`src/rtl/ahbl_sst26_xip_rd_if.sv`:
```
// AHB-Lite bus bundle for the SST26 execute-in-place read slave.
interface ahbl_sst26_xip_rd_if;
  logic        HSEL;
  logic [31:0] HADDR;
  logic [1:0]  HTRANS;
  logic [2:0]  HSIZE;
  logic        HWRITE;
  logic        HREADY;
  logic [31:0] HRDATA;
  logic        HREADYOUT;
  logic        HRESP;

  modport master (
    output HSEL, HADDR, HTRANS, HSIZE, HWRITE, HREADY,
    input  HRDATA, HREADYOUT, HRESP
  );

  modport slave (
    input  HSEL, HADDR, HTRANS, HSIZE, HWRITE, HREADY,
    output HRDATA, HREADYOUT, HRESP
  );
endinterface

```
`src/rtl/ahbl_sst26_xip_rd.sv`:
```
// AHB-Lite read-only XIP slave: each word miss becomes one SPI READ (0x03) frame to the
// SST26 flash; a one-entry last-word buffer serves repeated fetches with zero wait states.
module ahbl_sst26_xip_rd #(
  parameter int unsigned SCK_DIV     = 1,
  parameter int unsigned CS_HIGH_CYC = 2
) (
  input  logic                   HCLK,
  input  logic                   HRESETn,
  ahbl_sst26_xip_rd_if.slave     bus,
  output logic                   fsclk,
  output logic                   fcen,
  output logic                   fdo,
  input  logic                   fdi
);

  localparam logic [4:0] HalfM1 = 5'(SCK_DIV - 1);
  localparam logic [4:0] FullM1 = 5'(2 * SCK_DIV - 1);
  localparam logic [3:0] GapMin = 4'(CS_HIGH_CYC);

  typedef enum logic [2:0] {StIdle, StGap, StCsLow, StShift, StDone} state_e;

  state_e      state_q;
  logic        fsclk_q, fcen_q, fdo_q, hready_q;
  logic [31:0] hrdata_q;
  logic        buf_valid_q;
  logic [17:0] buf_tag_q;
  logic [31:0] buf_data_q;
  logic [17:0] waddr_q;
  logic [63:0] frame_q;
  logic [31:0] rx_q;
  logic [4:0]  div_q;
  logic [5:0]  bit_q;
  logic [3:0]  gap_q;

  logic [17:0] waddr_in;
  logic        rd_accept, hit, gap_ok, bit_end;
  logic [63:0] frame_in;
  logic [31:0] rx_next, rx_word;
  logic        unused_ok;

  always_comb begin
    waddr_in  = bus.HADDR[19:2];
    rd_accept = bus.HSEL && bus.HREADY && bus.HTRANS[1] && !bus.HWRITE &&
                (state_q == StIdle || state_q == StDone);
    hit       = buf_valid_q && (buf_tag_q == waddr_in);
    gap_ok    = (gap_q >= GapMin);
    frame_in  = {8'h03, 4'h0, waddr_in, 2'b00, 32'h0};
    bit_end   = (div_q == FullM1);
    rx_next   = {rx_q[30:0], fdi};
    // Bytes arrive B0 first; B0 belongs at the lowest address (little-endian word).
    rx_word   = {rx_next[7:0], rx_next[15:8], rx_next[23:16], rx_next[31:24]};
    unused_ok = ^{bus.HSIZE, bus.HADDR[31:20], bus.HADDR[1:0], bus.HTRANS[0]};
  end

  always_ff @(posedge HCLK or negedge HRESETn) begin
    if (!HRESETn) begin
      state_q     <= StIdle;
      fsclk_q     <= 1'b0;
      fcen_q      <= 1'b1;
      fdo_q       <= 1'b0;
      hready_q    <= 1'b1;
      hrdata_q    <= '0;
      buf_valid_q <= 1'b0;
      buf_tag_q   <= '0;
      buf_data_q  <= '0;
      waddr_q     <= '0;
      frame_q     <= '0;
      rx_q        <= '0;
      div_q       <= '0;
      bit_q       <= '0;
      gap_q       <= '0;
    end else begin
      if (fcen_q && gap_q != 4'hf) gap_q <= gap_q + 4'd1;
      unique case (state_q)
        StIdle, StDone: begin
          state_q <= StIdle;
          if (rd_accept) begin
            if (hit) begin
              hrdata_q <= buf_data_q;
            end else begin
              waddr_q  <= waddr_in;
              frame_q  <= frame_in;
              hready_q <= 1'b0;
              if (gap_ok) begin
                state_q <= StCsLow;
                fcen_q  <= 1'b0;
                fdo_q   <= frame_in[63];
              end else begin
                state_q <= StGap;
              end
            end
          end
        end
        StGap: begin
          if (gap_ok) begin
            state_q <= StCsLow;
            fcen_q  <= 1'b0;
            fdo_q   <= frame_q[63];
          end
        end
        StCsLow: begin
          state_q <= StShift;
          div_q   <= '0;
          bit_q   <= '0;
          fsclk_q <= 1'b0;
        end
        StShift: begin
          if (div_q == HalfM1) fsclk_q <= 1'b1;
          if (bit_end) begin
            div_q   <= '0;
            bit_q   <= bit_q + 6'd1;
            fsclk_q <= 1'b0;
            rx_q    <= rx_next;
            frame_q <= {frame_q[62:0], 1'b0};
            fdo_q   <= frame_q[62];
            if (bit_q == 6'd63) begin
              state_q     <= StDone;
              fcen_q      <= 1'b1;
              fdo_q       <= 1'b0;
              hready_q    <= 1'b1;
              hrdata_q    <= rx_word;
              buf_data_q  <= rx_word;
              buf_tag_q   <= waddr_q;
              buf_valid_q <= 1'b1;
              gap_q       <= '0;
            end
          end else begin
            div_q <= div_q + 5'd1;
          end
        end
        default: state_q <= StIdle;
      endcase
    end
  end

  assign bus.HRDATA    = hrdata_q;
  assign bus.HREADYOUT = hready_q;
  assign bus.HRESP     = 1'b0;
  assign fsclk         = fsclk_q;
  assign fcen          = fcen_q;
  assign fdo           = fdo_q;

endmodule

```
`src/flat_wrapper.sv`:
```
// flat-port wrapper written by rule: the top's interface ports become plain ports
module ahbl_sst26_xip_rd_flat 
#(
  parameter int unsigned SCK_DIV     = 1,
  parameter int unsigned CS_HIGH_CYC = 2
)
  (HCLK, HRESETn, fsclk, fcen, fdo, fdi, bus_HSEL, bus_HADDR, bus_HTRANS, bus_HSIZE, bus_HWRITE, bus_HREADY, bus_HRDATA, bus_HREADYOUT, bus_HRESP);
  ahbl_sst26_xip_rd_if bus_i ();
  input  logic HCLK;
  input  logic HRESETn;
  output logic fsclk;
  output logic fcen;
  output logic fdo;
  input  logic fdi;
  input wire logic [$bits(bus_i.HSEL)-1:0] bus_HSEL;
  input wire logic [$bits(bus_i.HADDR)-1:0] bus_HADDR;
  input wire logic [$bits(bus_i.HTRANS)-1:0] bus_HTRANS;
  input wire logic [$bits(bus_i.HSIZE)-1:0] bus_HSIZE;
  input wire logic [$bits(bus_i.HWRITE)-1:0] bus_HWRITE;
  input wire logic [$bits(bus_i.HREADY)-1:0] bus_HREADY;
  output wire logic [$bits(bus_i.HRDATA)-1:0] bus_HRDATA;
  output wire logic [$bits(bus_i.HREADYOUT)-1:0] bus_HREADYOUT;
  output wire logic [$bits(bus_i.HRESP)-1:0] bus_HRESP;
  assign bus_i.HSEL = bus_HSEL;
  assign bus_i.HADDR = bus_HADDR;
  assign bus_i.HTRANS = bus_HTRANS;
  assign bus_i.HSIZE = bus_HSIZE;
  assign bus_i.HWRITE = bus_HWRITE;
  assign bus_i.HREADY = bus_HREADY;
  assign bus_HRDATA = bus_i.HRDATA;
  assign bus_HREADYOUT = bus_i.HREADYOUT;
  assign bus_HRESP = bus_i.HRESP;
  ahbl_sst26_xip_rd #(.SCK_DIV(SCK_DIV), .CS_HIGH_CYC(CS_HIGH_CYC)) u_core (.HCLK(HCLK), .HRESETn(HRESETn), .bus(bus_i), .fsclk(fsclk), .fcen(fcen), .fdo(fdo), .fdi(fdi));
endmodule
```
`config.mk`:
```
export PLATFORM = sky130hd
export DESIGN_NAME = ahbl_sst26_xip_rd_flat
export DESIGN_NICKNAME = d
export VERILOG_FILES = /design/src/rtl/ahbl_sst26_xip_rd_if.sv /design/src/rtl/ahbl_sst26_xip_rd.sv /design/src/flat_wrapper.sv
export SDC_FILE = /design/constraint.sdc
export NUM_CORES = 1
export LEC_CHECK = 0
export ABC_AREA = 1
export CAP_MARGIN = 10
export CORE_MARGIN = 1.5
export CORE_UTILIZATION = 40
export DETAILED_ROUTE_END_ITERATION = 10
export PLACE_DENSITY_LB_ADDON = 0.3
export SETUP_SLACK_MARGIN = 0.15
export SLEW_MARGIN = 25
export SYNTH_ARGS = -nofsm -noshare
export SYNTH_HDL_FRONTEND = slang
export SYNTH_SLANG_ARGS = --single-unit
```
`constraint.sdc`:
```
create_clock -name HCLK -period 2.6 [get_ports HCLK]
set_input_delay 0.52 -clock HCLK [delete_from_list [all_inputs] [get_ports HCLK]]
set_output_delay 0.52 -clock HCLK [all_outputs]
set_load 0.005 [all_outputs]
```
Yosys cells after proc, flatten, opt, wreduce, memory -nomap -nowiden
Index checks and enable logic that the tools add are counted.
{"block": "word_totals", "romBits": 0, "elab_cells": 104, "in_bits": 43, "ramBits": 0, "regBits": 218, "n_memories": 0, "output_inout_bits": 37, "latchBits": 0}
{"block": "op_classes", "shift": 0, "div": 0, "eq_ne": 16, "n_bitwise": 1, "magnitude_cmp": 1, "reduce_logical": 25, "n_mux": 43, "add_sub_neg": 3, "multipliers": 0}
{"cell": "$mux W64", "count": 3}
{"cell": "$mux W32", "count": 4}
{"cell": "$pmux W64 S2", "count": 1}
{"cell": "$pmux W32 S2", "count": 1}
{"cell": "$eq A18 B18 Y1", "count": 1}
{"cell": "$mux W4", "count": 4}
{"cell": "$mux W1", "count": 15}
{"cell": "$mux W3", "count": 5}
{"cell": "$reduce_and A5 Y1", "count": 3}
{"cell": "$ne A2 B1 Y1 const B", "count": 6}
{"cell": "$pmux W3 S4", "count": 1}
{"cell": "$pmux W6 S2", "count": 1}
{"cell": "$pmux W5 S2", "count": 1}
{"cell": "$reduce_and A3 Y1", "count": 3}
{"cell": "$add A6 B1 Y6 const B", "count": 1}
{"cell": "$eq A3 B2 Y1 const B", "count": 2}
{"cell": "$eq A6 B6 Y1 const B", "count": 1}
{"cell": "$logic_and A1 B1 Y1", "count": 6}
{"cell": "$mux W6", "count": 1}
{"cell": "$pmux W1 S3", "count": 2}
{"cell": "$reduce_and A2 Y1", "count": 3}
{"cell": "$reduce_and A6 Y1", "count": 1}
{"cell": "$add A5 B1 Y5 const B", "count": 1}
{"cell": "$eq A5 B1 Y1 const B", "count": 1}
{"cell": "other kinds (19)", "count": 21}

Logic depth before layout (Yosys ltp)
{"block": "logic_depth", "word_depth": 6, "ltp_mapped": 12}

Least setup slack after synthesis
OpenSTA, ideal clock, no wires.
{"block": "synth_timing", "path_kind": "flip-flop to flip-flop", "startpoint": "reg u_core.div_q[1]", "endpoint": "reg u_core.buf_tag_q[6]", "path_stages_with_launch": 12, "setup_ns": 0.129, "required_ns": 2.471, "period_less_slack_ns": 1.649, "path_slack_ns": 0.951, "arrival_ns": 1.520, "cell_sequence": "dfrtp_1 -> inv_1 -> ha_1 -> nand3_2 -> nor2_8 -> inv_2 -> nor2_4 -> inv_2 -> buf_6 -> buf_2 -> nand2_1 -> o21ai_1"}
{"block": "synth_via", "elab_chain_cells": 2}
{"element": "start, declared", "line": "ahbl_sst26_xip_rd.sv:31", "rtl": "logic [4:0] div_q;"}
{"element": "start signal, assigned", "line": "ahbl_sst26_xip_rd.sv:128", "rtl": "div_q <= div_q + 5'd1;"}
{"element": "$eq A5 B1 Y1", "line": "ahbl_sst26_xip_rd.sv:48", "rtl": "bit_end = (div_q == FullM1);"}
{"element": "$reduce_and A3 Y1 (no source line)"}
{"element": "end signal, assigned", "line": "ahbl_sst26_xip_rd.sv:123", "rtl": "buf_tag_q <= waddr_q;"}
{"element": "end, declared", "line": "ahbl_sst26_xip_rd.sv:26", "rtl": "logic [17:0] buf_tag_q;"}
Every way passes these cells.
A chain may end at the register's enable or synchronous reset.

Final worst setup path
{"block": "layout_timing", "startpoint": "in bus_HADDR[10]", "endpoint": "reg u_core.waddr_q[10]"}
{"block": "layout_via", "elab_chain_cells": 4}
{"element": "start, declared", "line": "flat_wrapper.sv:16", "rtl": "input wire logic [$bits(bus_i.HADDR)-1:0] bus_HADDR;"}
{"element": "$eq A18 B18 Y1", "line": "ahbl_sst26_xip_rd.sv:45", "rtl": "hit = buf_valid_q && (buf_tag_q == waddr_in);"}
{"element": "$logic_and A1 B1 Y1", "line": "ahbl_sst26_xip_rd.sv:45"}
{"element": "$not A1 Y1 (no source line)"}
{"element": "$reduce_and A3 Y1 (no source line)"}
{"element": "end signal, assigned", "line": "ahbl_sst26_xip_rd.sv:81", "rtl": "waddr_q <= waddr_in;"}
{"element": "end, declared", "line": "ahbl_sst26_xip_rd.sv:28", "rtl": "logic [17:0] waddr_q;"}
Every way passes these cells.

==> metrics.txt <==
CTS Hold Bufs=0; Synth Register Bits=184; DP Wirelength=a little over 10 mm; core area=around 0.02 mm^2; via count=around 6000; GR Util All Layers=between 10% and 20%; # resized after CTS=0; asr flop ratio synth=100%; Num CTS Buffers=17; Data arrival, critical path=2.37 ns; final-layout fill cell count=1860; commonest non-fill, non-tap cell in the layout=nand2_1; average routed wire per standard cell=12.5 um; post-place setup slack=0.0891 ns; vias in the first global route=5557; final worst slack=0.526 ns; fin nets=between 1000 and 1500; multi-input logic area=0.00273 mm^2; CTS max path bufs=2; I/O pin count=80; layout cells sized above 1=6.25%; number of diodes=0; Post-route DRC=0; Yosys cell types=37; remaining antenna violation count=0; share of the synthesized area in the top cell type=57.1%; Mapped Cells=932; row count=51; f_max=482 MHz; Post-Syn Area per Cell=between 8 and 9 um^2; Hold Fails Final Rpt=0; CTS tree=yes; setup slack, reg-to-reg=0.60 ns; overall die height=144 um; pwr/cell area=about 620 mW/mm^2; slew of the pin with the lowest slew margin=~0.55 ns; gpl congestion=about 0.83; Starting Density=around two fifths; CP Class=input port to register; Fin Setup TNS=0 ns; first-pass GRT wire length=roughly 26 mm; crit-path max FO=12; Die Area=0.0208 mm^2; largest net degree at the start of global routing=65; leakage power=4.77 nW; post-CTS setup buffers=0; CTS H-tree lvls=4; most frequent cells in the layout=291 x nand2_1, 182 x dfrtp_1, 158 x o21ai_0, 102 x inv_1, 59 x clkdlybuf4s50_1; Root Buffer=clkbuf_16; skew final=0.0117 ns; worst min path class=input port to async pin; RR Startpoint=u_core.state_q[2]$_DFFE_PN0P_; Final Critical Period=2.07 ns; Worst-Skew Late Latency=0.43 ns; Yosys top cell by area=dfrtp_1; reg2reg end=u_core.frame_q[54]$_DFFE_PN0P_; fin crit share=79.8%; synth top area cells=dfrtp_1 57%, nand2_1 14%, o21ai_0 9.9%; max_cap viols=0; VDD IR-drop max=463 uV; sequential area share after synthesis=57.8%; syn_nets=981; Max-slew headroom=63.4%; Setup Viol. Count Final=0; synth warn=0; Die Wd=~140 um; Area growth syn-to-layout=19.2%; routed vias/inst=~4.7; Reg clk slew, reported paths=0.07 ns; DRT Pass-1 Iters=5; RSZ-0062 raised after global routing=false; Post-synth top flop=dfrtp_1; Slew Limit Fails=0; Crit. End Element=register; final wirelength=15.7 mm; synthesized area=0.00798 mm^2; GRT overflow=0; EDFF count, synth=0; initial antenna violation count=0; Port Buffers=60; Worst setup SP type=input port; Worst Reg-to-Reg Cells=10; Register Area=0.00461 mm^2; status=finished, final reports clean; drt initial violations=365; worst path required time=~2.9 ns; clock sinks=184
==> registers in the layout, summed over array words and instances, names as in the netlist <==
signal and count:
u_core.bit_q 6, u_core.fdo 1, u_core.div_q 5, u_core.buf_valid_q 1, u_core.state_q 3, u_core.fcen 1
u_core.rx_q 31, u_core.frame_q 30, u_core.buf_tag_q 18, u_core.bus.HREADYOUT 1, u_core.bus.HRDATA 32, u_core.buf_data_q 32
u_core.gap_q 4, u_core.waddr_q 18, u_core.fsclk 1
==> worst max-delay path by stage <==
stage          depth (start not counted)                               to                        start  slack, ns
2_1_floorplan                         11  u_core.buf_tag_q[6]$_DFFE_PN0P_  u_core.div_q[1]$_DFFE_PN0N_       0.95
3_3_place_gp                          12   u_core.waddr_q[16]$_DFFE_PN0P_                bus_HADDR[10]       0.10
3_5_place_dp                          12    u_core.waddr_q[0]$_DFFE_PN0P_                bus_HADDR[10]       0.09
4_1_cts                                1                             fcen      u_core.fcen$_DFFE_PN1P_       0.52
5_1_grt                               12    u_core.waddr_q[6]$_DFFE_PN0P_                 bus_HADDR[5]       0.35
6_report                              12   u_core.waddr_q[10]$_DFFE_PN0P_                bus_HADDR[10]       0.53
==> kinds of logic (layout without fill, tap and decap cells) <==
group / count (synthesis) / after routing / synth area share [%]
other: 1 / 1 / 0.0470
and+or+nand+nor: 364 / 364 / 18.3
DFF: 184 / 184 / 57.8
buffers and inverters: 151 / 211 / 7.97
muxes: 1 / 1 / 0.125
xor gates and xnor gates: 6 / 6 / 0.659
AOI/OAI and AO/OA: 219 / 219 / 14.2
adders and majority gates: 6 / 6 / 0.941
==> metal layers <==
metal	vias up	track usage (%)	wire, um
met5	-	0	0
met2	77	26.5	7460
met3	9	3.81	425
met4	0	4.31	103
met1	2795	21.8	7690
li1	3057	-	-
==> metrics by stage <==
stage               util, %  total power, mW  instance area (um^2)  hold WS (ns)  instances
finish                 48.7             5.88                  9510        0.0544       1257
global route           48.7             6.09                  9510        0.0898       1257
CTS                    48.7             5.96                  9510        0.0712       1257
detailed placement     45.4             3.15                  8860         0.459       1225
global placement       45.4             3.15                  8860         0.450       1225
floorplan                 -             3.02                  7980         0.224        932
==> cells in the mapped netlist, types with 2 or more instances <==
| cell type | instances |
|---|---|
| xor2_1 | 5 |
| o22ai_1 | 11 |
| nand3_1 | 22 |
| o21ai_1 | 34 |
| dfstp_2 | 2 |
| inv_2 | 3 |
| clkbuf_1 | 15 |
| ha_1 | 6 |
| dfrtp_1 | 182 |
| buf_4 | 4 |
| buf_6 | 4 |
| nand2_2 | 3 |
| a21oi_1 | 8 |
| inv_1 | 102 |
| o21bai_1 | 2 |
| nor2_8 | 2 |
| buf_1 | 5 |
| clkbuf_2 | 3 |
| nand2_1 | 291 |
| o21ai_0 | 158 |
| a31oi_1 | 2 |
| nor3_1 | 6 |
| nor2_1 | 35 |
| buf_2 | 14 |
==> report_power, final <==
part           total [mW]  internal (mW)  switching [mW]
clock                2.79           1.67            1.12
combinational       0.193         0.0702           0.122
sequential           2.90           2.89          0.0126
==> critical path, cell delays in order <==
cell             delay, ns
clkdlybuf4s50_1       0.51
inv_1                 0.09
nand2_1               0.06
nand2_1               0.04
nor2_1                0.09
nand2_1               0.10
nor2_1                0.11
nand3_1               0.17
nand2_1               0.25
inv_1                 0.23
nand2_1               0.10
o21ai_0               0.08
==> final cells by class <==
cell class | count | share of cell area (%)
clock buffer | 22 | 5.20
clock inverter | 10 | 1.64
inverter | 106 | 4.21
multi-input combinational | 597 | 28.7
sequential | 184 | 48.4
tap | 265 | 3.49
timing repair buffer | 73 | 8.28
Power figures use the tool's default switching activity.
